<file path="src/rtl/mult_pipe_fu.sv">
// mult_pipe_fu -- pipelined RV32M multiply unit (MUL/MULH/MULHSU/MULHU).
//
// Elastic STAGES-deep pipeline. Each stage accumulates one CH-bit chunk of
// the extended rs2 operand (CH = 64/STAGES); the last stage holds the
// finished result until the CDB grants it. Empty stages are filled by
// their predecessor, so bubbles collapse and the only stall source is an
// ungranted result in the last stage.
//
// Build option: define MULT_SQUASH_EN to add the squash port, which drops
// every in-flight op (including the held result) at the next edge.
//
// Ports
//   clock, reset               clock; async active-low reset
//   in_valid/opa/opb/func      issue op (func 0=MUL 1=MULH 2=MULHSU 3=MULHU)
//   in_tag, in_rob_idx         destination tag / ROB entry, echoed on output
//   avail                      op offered this cycle is taken at the edge
//   out_valid/result/tag/rob_idx  held completed result
//   cdb_grant                  CDB takes the held result at the edge
//   squash                     (MULT_SQUASH_EN) kill all in-flight ops

// One accumulation step: acc + opa * chunk, chunk weighted by K*CH bits.
module mult_pipe_step #(
  parameter int K  = 0,
  parameter int CH = 16
) (
  input  logic [63:0]   opa,
  input  logic [CH-1:0] chunk,
  input  logic [63:0]   acc,
  output logic [63:0]   acc_nxt
);
  logic [63:0] pp;

  assign pp      = opa * 64'(chunk);
  assign acc_nxt = acc + (pp << (K * CH));
endmodule

module mult_pipe_fu #(
  parameter int STAGES = 4,   // 1, 2, 4 or 8 (must divide 64)
  parameter int TAG_W  = 6,
  parameter int ROB_W  = 5
) (
  input  logic             clock,
  input  logic             reset,
  input  logic             in_valid,
  input  logic [31:0]      in_opa,
  input  logic [31:0]      in_opb,
  input  logic [1:0]       in_func,
  input  logic [TAG_W-1:0] in_tag,
  input  logic [ROB_W-1:0] in_rob_idx,
  output logic             avail,
  output logic             out_valid,
  output logic [31:0]      out_result,
  output logic [TAG_W-1:0] out_tag,
  output logic [ROB_W-1:0] out_rob_idx,
  input  logic             cdb_grant
`ifdef MULT_SQUASH_EN
  ,
  input  logic             squash
`endif
);
  localparam int CH = 64 / STAGES;

  localparam logic [1:0] F_MUL    = 2'd0;
  localparam logic [1:0] F_MULH   = 2'd1;
  localparam logic [1:0] F_MULHSU = 2'd2;

  typedef struct packed {
    logic [63:0]      opa;
    logic [63:0]      opb;
    logic [63:0]      acc;
    logic [1:0]       func;
    logic [TAG_W-1:0] tag;
    logic [ROB_W-1:0] rob;
  } stage_t;

  logic [STAGES-1:0]       vld_pipe;  // stage valid bits, [STAGES-1] = out_valid
  logic [STAGES-1:0]       load;      // stage k takes its predecessor's content
  logic [STAGES-1:0]       src_vld;
  stage_t [STAGES-1:0]     stg_q;
  stage_t [STAGES-1:0]     src;       // what would enter stage k this edge
  logic [STAGES-1:0][63:0] acc_nxt;
  logic [31:0]             res_nxt;
  logic                    kill;

`ifdef MULT_SQUASH_EN
  assign kill = squash;
`else
  assign kill = 1'b0;
`endif

  // A stage can load when it is empty or its content is leaving; the
  // last stage's content leaves on grant. Chain from the output backwards.
  always_comb begin : advance
    logic go;
    load = '0;
    go   = !vld_pipe[STAGES-1] || cdb_grant;
    load[STAGES-1] = go;
    for (int k = STAGES - 2; k >= 0; k--) begin
      go      = !vld_pipe[k] || go;
      load[k] = go;
    end
  end

  assign avail = load[0];

  // Stage 0 source is the issue port with operands extended per func;
  // every other stage sources its predecessor.
  always_comb begin : sources
    logic sx_a, sx_b;
    sx_a    = (in_func == F_MULH) || (in_func == F_MULHSU);
    sx_b    = (in_func == F_MULH);
    src     = '0;
    src_vld = '0;
    src_vld[0]  = in_valid;
    src[0].opa  = {{32{sx_a & in_opa[31]}}, in_opa};
    src[0].opb  = {{32{sx_b & in_opb[31]}}, in_opb};
    src[0].func = in_func;
    src[0].tag  = in_tag;
    src[0].rob  = in_rob_idx;
    for (int k = 1; k < STAGES; k++) begin
      src[k]     = stg_q[k-1];
      src_vld[k] = vld_pipe[k-1];
    end
  end

  // Stage k adds chunk k of opb as the op enters it.
  for (genvar k = 0; k < STAGES; k++) begin : g_stage
    mult_pipe_step #(.K(k), .CH(CH)) u_step (
      .opa     (src[k].opa),
      .chunk   (src[k].opb[k*CH +: CH]),
      .acc     (src[k].acc),
      .acc_nxt (acc_nxt[k])
    );
  end

  assign res_nxt = (src[STAGES-1].func == F_MUL) ? acc_nxt[STAGES-1][31:0]
                                                 : acc_nxt[STAGES-1][63:32];

  always_ff @(posedge clock or negedge reset) begin
    if (!reset) begin
      vld_pipe   <= '0;
      stg_q      <= '0;
      out_result <= '0;
    end else begin
      for (int k = 0; k < STAGES; k++) begin
        if (kill)         vld_pipe[k] <= 1'b0;
        else if (load[k]) vld_pipe[k] <= src_vld[k];
        // Payload only moves with a real op so a held result never
        // gets overwritten by a bubble.
        if (load[k] && src_vld[k]) begin
          stg_q[k]     <= src[k];
          stg_q[k].acc <= acc_nxt[k];
        end
      end
      if (load[STAGES-1] && src_vld[STAGES-1]) out_result <= res_nxt;
    end
  end

  assign out_valid   = vld_pipe[STAGES-1];
  assign out_tag     = stg_q[STAGES-1].tag;
  assign out_rob_idx = stg_q[STAGES-1].rob;

  // The last stage only needs tag/rob; its operand copies are dead.
  logic unused_last;
  assign unused_last = ^{stg_q[STAGES-1].opa, stg_q[STAGES-1].opb,
                         stg_q[STAGES-1].acc, stg_q[STAGES-1].func};
endmodule
</file>
<file path="config.mk">
export PLATFORM = sky130hd
export DESIGN_NAME = mult_pipe_fu
export DESIGN_NICKNAME = d
export VERILOG_FILES = /design/src/rtl/mult_pipe_fu.sv
export SDC_FILE = /design/constraint.sdc
export NUM_CORES = 2
export LEC_CHECK = 0
export ABC_AREA = 1
export BUFFER_PORTS_ARGS = -buffer_cell sky130_fd_sc_hd__buf_2
export CAP_MARGIN = 30
export CELL_PAD_IN_SITES_DETAIL_PLACEMENT = 0
export CELL_PAD_IN_SITES_GLOBAL_PLACEMENT = 1
export CORE_ASPECT_RATIO = 1.2
export CORE_UTILIZATION = 50
export DETAILED_ROUTE_END_ITERATION = 7
export GPL_ROUTABILITY_DRIVEN = 0
export PLACE_DENSITY = 0.93
export SLEW_MARGIN = 10
export SYNTH_ARGS = -nofsm -noshare
export SYNTH_HDL_FRONTEND = slang
export SYNTH_HIERARCHICAL = 1
export SYNTH_SLANG_ARGS = --single-unit
export TNS_END_PERCENT = 100
</file>
<file path="constraint.sdc">
create_clock -name clock -period 10.65 [get_ports clock]
set_input_delay 1.065 -clock clock [delete_from_list [all_inputs] [get_ports clock]]
set_output_delay 1.065 -clock clock [all_outputs]
set_load 0.02 [all_outputs]
</file>
==> impl_metrics.tcl <==
set metrics [dict create \
    setup_viol 0 \
    clkTransAtPathRegs_ns 0.07 \
    drt_iter0_drc 5819 \
    dieWidth_um 387 \
    holdBufCountCts 0 \
    num_rows 169 \
    maxSlewViolCount 0 \
    min_period_ns 8.60 \
    vias 73500 \
    arrival_ns 9.13 \
    hold_class "in -> async" \
    cts_root_buf "clkbuf_16" \
    die_area_um2 180000 \
    max_freq_mhz 116 \
    antenna_found_initial 15 \
    layout-drive-gt1-share_pct 4.15 \
    core_area_um2 177000 \
    reg2reg_to "src[691]$_DFFE_PN0P_" \
    required_ns 11.18 \
    die_h_um 464 \
    yosys_warnings 6 \
    max_cap_viol_count 0 \
    syn_area_um2 89100 \
    grt_use_total_pct 28.8 \
    relSlewSlack_pct 31.2 \
    viasPerCell 5.24 \
    initial_core_util_pct 50.4 \
    ios 126 \
    rsz0062_at_grt "no" \
    cts_sinks 378 \
    synthCells 12000 \
    grt_pass1_vias 77500 \
    ff2ff_setup_slack_ns 2.05 \
    cts_repair_resize_count 0 \
    tightest_slew_ns 1.03 \
    postRouteAntennaNets 0 \
    path_common_cell "nand2_1" \
    layout_commonest_cell "nand2_1" \
    avgSynthCellArea_um2 7.40 \
    end_kind "flip-flop" \
    finalHoldViolCount 0 \
    area_growth_pct 3.61 \
    cpLargestDelayFamily "adder cells" \
    final_cell_mix "nand2_1 (3684), inv_1 (3154), fa_1 (1729), nand3_1 (530), ha_1 (395)" \
    numPortBuffers 125 \
    fin_nets 13900 \
    post_cts_buffers 0 \
    fin_worst_skew_ns 0.0359 \
    wl_mm 253 \
    fin_setup_tns_ns 0 \
    grt-ovfl-total 0 \
    dpl.hpwl_mm 202 \
    cp-startpoint "src[519]$_DFFE_PN0P_" \
    cts_tree "built" \
    crit_path_start_kind "flip-flop" \
    r2r-start "src[519]$_DFFE_PN0P_" \
    drt_first_pass_iters 6 \
    fin_crit_sh_pct 80.8 \
    cts.htree.levels 2 \
    outcome "finished, final reports clean" \
    wire_per_inst_um 18.1 \
    reg2reg_depth 33 \
    drc 0 \
    cp_max_fo 239 \
    grt_first_pass_wirelength_mm 412 \
    clock_latency_ns 0.65 \
    cts_made_buffers 44 \
    worst_path_max_delay_cell "dfrtp_4" \
    clockBufferDepth 3 \
    critPathMaxStageDelay_ns 0.76 \
    crit_buf_inv 7 \
    path_class "reg -> reg" \
    grt_max_degree 240 \
]
how the worst max path moves through the flow:
stage                     slack (ns)  cells after the start              endpoint
after floorplan                 1.58                     30  src[273]$_DFFE_PN0P_
after global placement          2.20                     33  src[691]$_DFFE_PN0P_
after detailed placement        2.10                     34  src[691]$_DFFE_PN0P_
after CTS                       2.07                     33  src[691]$_DFFE_PN0P_
after global routing            1.45                     34  src[691]$_DFFE_PN0P_
final                           2.05                     33  src[691]$_DFFE_PN0P_
registers in the layout, summed over array words and instances (netlist names):
signal / count
out_result: 32
out_tag: 6
vld_pipe: 4
src: 331
out_rob_idx: 5
final cells by class:
type | count | area, um2
tap | 2308 | 2890
timing repair buffer | 229 | 1610
inverter | 3175 | 11900
sequential | 378 | 9480
multi-input combinational | 7859 | 64800
fill | 17000 | 84500
antenna | 3 | 7.51
clock buffer | 53 | 1180
clock inverter | 27 | 348
stage by stage:
stage	setup WS (ns)	std cells	utilization (%)	hold WS, ns	instance area (um2)
after global placement	2.20	13900	51.2	0.451	90600
after CTS	2.07	14000	52.1	0.410	92200
after global routing	1.45	14000	52.2	0.447	92300
after detailed placement	2.10	13900	51.3	0.453	90600
final	2.05	14000	52.2	0.398	92300
after floorplan	1.58	12100	-	0.437	89300
layer usage:
metal	up-vias	routed length [um]	GRT usage, %
li1	33500	-	-
met1	36300	97000	36.0
met2	2940	123000	49.2
met3	751	19000	3.82
met4	22	14400	14.1
met5	-	149	0
worst register-to-register path: cells and delay by family, from the launching register on:
kind	cells	cell delay (ns)
fa+ha+maj	8	3.70
xor+xnor	1	0.21
flops	1	0.76
simple gates	12	1.44
compound gates	5	1.29
buf+inv	7	1.08
Power is left out: the tool's default activity adds up to more than one toggle a clock period on the data nets, which glitch-free logic cannot reach.
